$ cat src/rtl/clock_pkg.sv
// clock_pkg: shared state encoding, field limits and time-field type for the clock/timer blocks.
package clock_pkg;
  typedef enum logic [1:0] {IDLE, RUN, PAUSE, DONE} state_t;
  typedef logic [5:0] tfield_t;
  localparam tfield_t SEC_MAX = 6'd59;
  localparam tfield_t MIN_MAX = 6'd59;
  function automatic tfield_t clamp_field(input tfield_t v, input tfield_t max);
    return (v > max) ? max : v;
  endfunction
endpackage

$ cat src/rtl/down_counter_mod60.sv
// down_counter_mod60: loadable modulo-60 down counter; borrow flags a decrement out of zero.
module down_counter_mod60
  import clock_pkg::*;
#(
  parameter tfield_t MAX = SEC_MAX
) (
  input  logic    clock,
  input  logic    reset_tmr,
  input  logic    load,
  input  tfield_t data,
  input  logic    dec,
  output tfield_t count,
  output logic    borrow
);
  tfield_t r_count;
  always_ff @(posedge clock)
    if (!reset_tmr) r_count <= '0;
    else if (load) r_count <= clamp_field(data, MAX);
    else if (dec) r_count <= (r_count == '0) ? MAX : r_count - 6'd1;
  assign count  = r_count;
  assign borrow = dec && (r_count == '0);
endmodule

$ cat src/rtl/countdown_timer.sv
// countdown_timer: MM:SS down-counting timer with prescaler, run/pause FSM and expiry pulse.
// Define COUNTDOWN_ALARM_EN to add the held alarm_tmr output and its hold counter.
module countdown_timer
  import clock_pkg::*;
#(
  parameter int TICK_DIV = 50_000_000
`ifdef COUNTDOWN_ALARM_EN
  , parameter int ALARM_CYCLES = 100_000_000
`endif
) (
  input  logic       clock,
  input  logic       reset_tmr,
  input  logic [5:0] data_min,
  input  logic [5:0] data_sec,
  input  logic       load_tmr,
  input  logic       enable_tmr,
  output logic [5:0] count_min,
  output logic [5:0] count_sec,
  output logic       borrow_tmr,
  output logic       running_tmr
`ifdef COUNTDOWN_ALARM_EN
  , output logic     alarm_tmr
`endif
);
  localparam int PW = $clog2(TICK_DIV);
  localparam logic [PW-1:0] P_LAST = PW'(TICK_DIV - 1);
  state_t        r_state;
  logic [PW-1:0] r_presc;
  logic          r_borrow, r_running;
  tfield_t       w_min, w_sec;
  logic          w_tick, w_last, w_zero, w_sec_borrow, w_min_borrow_unused;
  // A tick needs enable so a pause edge never consumes the final prescaler step.
  assign w_tick = (r_state == RUN) && enable_tmr && !load_tmr && (r_presc == P_LAST);
  assign w_zero = (w_min == '0) && (w_sec == '0);
  assign w_last = w_tick && (w_min == '0) && (w_sec == 6'd1);
  down_counter_mod60 #(.MAX(SEC_MAX)) u_sec (
    .clock    (clock),
    .reset_tmr(reset_tmr),
    .load     (load_tmr),
    .data     (data_sec),
    .dec      (w_tick),
    .count    (w_sec),
    .borrow   (w_sec_borrow)
  );
  // Minutes never underflow because 00:00 is terminal, so their borrow goes nowhere.
  down_counter_mod60 #(.MAX(MIN_MAX)) u_min (
    .clock    (clock),
    .reset_tmr(reset_tmr),
    .load     (load_tmr),
    .data     (data_min),
    .dec      (w_sec_borrow),
    .count    (w_min),
    .borrow   (w_min_borrow_unused)
  );
  always_ff @(posedge clock)
    if (!reset_tmr || load_tmr) begin
      r_state   <= IDLE;
      r_presc   <= '0;
      r_borrow  <= 1'b0;
      r_running <= 1'b0;
    end else begin
      r_borrow <= w_last;
      case (r_state)
        IDLE:
          if (enable_tmr && !w_zero) begin
            r_state   <= RUN;
            r_running <= 1'b1;
          end
        RUN:
          if (!enable_tmr) begin
            r_state   <= PAUSE;
            r_running <= 1'b0;
          end else if (w_tick) begin
            r_presc <= '0;
            if (w_last) begin
              r_state   <= DONE;
              r_running <= 1'b0;
            end
          end else r_presc <= r_presc + 1'b1;
        PAUSE:
          if (enable_tmr) begin
            r_state   <= RUN;
            r_running <= 1'b1;
          end
        default: r_state <= DONE;
      endcase
    end
  assign count_min   = w_min;
  assign count_sec   = w_sec;
  assign borrow_tmr  = r_borrow;
  assign running_tmr = r_running;
`ifdef COUNTDOWN_ALARM_EN
  localparam int AW = $clog2(ALARM_CYCLES + 1);
  logic          r_alarm, r_en_q;
  logic [AW-1:0] r_acnt;
  // A falling enable acts as operator acknowledge and drops the alarm early.
  always_ff @(posedge clock)
    if (!reset_tmr) begin
      r_alarm <= 1'b0;
      r_en_q  <= 1'b0;
      r_acnt  <= '0;
    end else begin
      r_en_q <= enable_tmr;
      if (load_tmr || (r_en_q && !enable_tmr)) r_alarm <= 1'b0;
      else if (w_last) begin
        r_alarm <= 1'b1;
        r_acnt  <= '0;
      end else if (r_alarm) begin
        r_alarm <= (r_acnt != AW'(ALARM_CYCLES - 1));
        r_acnt  <= r_acnt + 1'b1;
      end
    end
  assign alarm_tmr = r_alarm;
`endif
endmodule

$ cat config.mk
export PLATFORM = sky130hd
export DESIGN_NAME = countdown_timer
export DESIGN_NICKNAME = d
export VERILOG_FILES = /design/src/rtl/clock_pkg.sv /design/src/rtl/down_counter_mod60.sv /design/src/rtl/countdown_timer.sv
export SDC_FILE = /design/constraint.sdc
export NUM_CORES = 1
export LEC_CHECK = 0
export CORE_ASPECT_RATIO = 1.4
export CORE_MARGIN = 8
export CORE_UTILIZATION = 45
export DETAILED_ROUTE_END_ITERATION = 8
export GPL_ROUTABILITY_DRIVEN = 0
export PLACE_DENSITY_LB_ADDON = 0.3
export SYNTH_ARGS = -nofsm -noshare
export SYNTH_HDL_FRONTEND = slang
export SYNTH_SLANG_ARGS = --single-unit
$ cat constraint.sdc
create_clock -name clock -period 4 [get_ports clock]
set_input_delay 0.8 -clock clock [delete_from_list [all_inputs] [get_ports clock]]
set_output_delay 0.8 -clock clock [all_outputs]
set_load 0.01 [all_outputs]
==> summary.md <==
| Metric | Value |
|---|---|
| Worst-path clk slew | around 0.080 ns |
| PwrDens | approximately 310 nW/um^2 |
| Synthesized flop and latch total | 42 |
| Hold Crit Endpoint | r_presc[1] |
| Layout cells sized above 1 | 0.0743 |
| Routed Antenna Nets | 0 |
| Yosys Warn Count | 0 |
| Post-synth top area share | 0.367 |
| Skew-Pair Late Insertion Delay | slightly below 0.3 ns |
| Dpl ws | about 0.85 ns |
| Post-synth EDFFs | 0 |
| CTS tree | done |
| CTS max path bufs | 2 |
| Vias/cell | 5.69 |
| Vias in the first global route | 2003 |
| Mapped Area | 2290 sq um |
| GRT Total Usage | 0.137 |
| Data required, critical path | 4.19 ns |
| Post-synthesis sequential area ratio | 0.367 |
| RR Endpoint | u_min.count[2] |
| Clock Power Share | 0.312 |
| Number of DRC markers in iteration 0 | roughly 150 |
| RSZ-0062 raised after global routing | no |
| Total chip power | around 840 uW |
| Cells after synthesis | 270 |
| Logic gate share of total power | 0.158 |
| Port Buf Inserts | 29 |
| Setup WS post-layout | between 1 and 1.5 ns |
| Hold_sp | r_presc[1] |
| Via count | slightly above 2000 |
| Tightest Pin Transition | between 0.6 and 0.7 ns |
| R2R setup slack | about 1.8 ns |
| Hold/Removal Path Class | reg -> reg |
| Most frequent cell after synthesis | dfxtp_1 |
| Post-synth top area cell | dfxtp_1 |
| Initial antenna violation count | 0 |
| Max H-tree Level | 2 |
| Hold path cells | 2 |
| Cells resized by post-CTS repair | 0 |
| Status | completed |
| Reg-to-reg critical path startpoint | u_sec.count[3] |
| Clock Skew | between 0.004 and 0.005 ns |
| Period utilization | 0.705 |
| Die Width | ~76 um |
| Hold_buf cts | 0 |
| Post-DP HPWL | about 3900 um |
| Top FF cell, synth | dfxtp_1 |
| Reg power frac | 0.530 |
| Drt drc | 0 |
| Clock sink count | 42 |
| Crit-path max FO | 12 |
| Syn Nets | just under 300 |
| Startpoint types | input port |
| Pleak | ~0.00092 uW |
| CP Capture Type | flip-flop |
| CP Class | in -> reg |
| CTS buffer count | 5 |
| Effective utilization at floorplan | 0.469 |
| Final Setup Violations | 0 |
| Max cap viols | 0 |
| Slew Limit Fails | 0 |
| Clock Tree Root | clkbuf_8 |
| Switching Fraction | 0.273 |
| Setup TNS | 0 ns |
| Final hold viol count | 0 |
| Die area | around 7700 sq um |
| # diodes | 0 |
| Max rail drop VDD | roughly 230 uV |
| Post-synth ARST share | 0 |
| Final WL | between 5000 and 6000 um |
| First-pass iteration count of the detailed router | 4 |
| Worst Reg-to-Reg Cells | 5 |
| CORE AREA | about 4900 sq um |
| Internal Power | between 600 and 700 uW |
| Area Growth Syn to Fin | 17.3% |
| Setup Buffers After CTS | 0 |
| Top cells by count, synth | dfxtp_1, nor2_1, nand2_1, xnor2_1 |
| Layout Nets | 318 |
| WL/cell | around 15 um |
| GRT overflow | 0 |
| Num rows | 30 |
| Number of distinct library cells after synthesis | 53 |
| Max_slew headroom | 0.532 |
| Final Critical Period | roughly 2.8 ns |
| Avg Cell Area, Syn | around 8.5 sq um |
| First-pass GRT wire length | slightly below 9000 um |
| Crit path arrival time | 3.01 ns |
| IO Count | 30 |
| Pin count of the biggest net entering global routing | 23 |
| Die height | about 100 um |
| Fmax | around 350 MHz |
| Synth top area cells | dfxtp_1, xnor2_1, nor2_1 |
| NetSw | about 230 uW |
[cells by family after synthesis]
| family | synth area share |
|---|---|
| mux | 0.00437 |
| flops | 0.367 |
| buf+inv | 0.0492 |
| xor+xnor | 0.0880 |
| simple gates | 0.307 |
| compound gates | 0.151 |
| fa+ha+maj | 0.0328 |
[cells in the final DEF (no fill, tap or decap), drive strengths merged, types with 2 or more instances in the layout]
master and n:
a211oi 2, a21oi 15, a311oi 2, a41o 3, and2 2, and3 2, and4 4, clkbuf 5
clkdlybuf4s50 29, clkinv 3, dfxtp 42, ha 6, inv 13, nand2 25, nand2b 2, nand3 14
nand3b 2, nand4 7, nor2 33, nor3 15, nor3b 2, nor4 6, o2111ai 2, o21ai 11
o22ai 2, o31ai 3, or3 5, xnor2 16, xor2 7
[power groups by stage]
stage / clock network (uW) / registers [uW] / logic (uW)
global route: 283 / 447 / 145
floorplan: 0 / 457 / 73.5
CTS: 268 / 445 / 133
finish: 262 / 445 / 133
detailed placement: 0 / 455 / 132
global placement: 0 / 455 / 131
[layer usage]
layer	share of wire	global-route usage	vias to the layer above
met1	0.41	0.143	955
met3	0.036	0.0304	16
li1	-	-	1012
met4	0.037	0.0847	0
met2	0.52	0.246	65
met5	0	0	-
[flip-flops by register name, indices dropped and copies added (netlist names)]
register,flops
r_presc,26
r_state,2
borrow_tmr,1
running_tmr,1
u_min.count,6
u_sec.count,6
[worst max-delay path, stage by stage]
cell	delay [ns]
clkdlybuf4s50_1	0.61
nor3b_1	0.33
nand4_2	0.28
o31ai_4	0.58
o31ai_1	0.14
a32o_1	0.27
[worst max path at each step]
stage          startpoint        endpoint  slack, ns  cells past startpoint
2_1_floorplan    load_tmr  u_min.count[0]       1.95                      6
3_3_place_gp     load_tmr  u_min.count[2]       0.92                      6
3_5_place_dp     load_tmr  u_min.count[2]       0.85                      6
4_1_cts          load_tmr  u_min.count[2]       1.17                      6
5_1_grt          load_tmr  u_min.count[2]       1.00                      6
6_report         load_tmr  u_min.count[2]       1.18                      6
[final cells by class]
type | count | area, sq um
Timing Repair Buffer | 30 | 298
Sequential cell | 42 | 841
Clock buffer | 5 | 68.8
Fill cell | 483 | 2190
Tap cell | 64 | 80.1
Inverter | 14 | 52.6
Clock inverter | 2 | 10.0
Multi-Input combinational cell | 203 | 1340
[stage by stage]
stage / utilization / std cells / area, sq um / hold slack, ns
2_1_floorplan: - / 270 / 2290 / 0.449
3_3_place_gp: 0.534 / 353 / 2610 / 0.465
3_5_place_dp: 0.534 / 353 / 2610 / 0.469
4_1_cts: 0.550 / 360 / 2690 / 0.480
5_1_grt: 0.550 / 360 / 2690 / 0.527
6_report: 0.550 / 360 / 2690 / 0.479
Power figures use the tool's default switching activity.
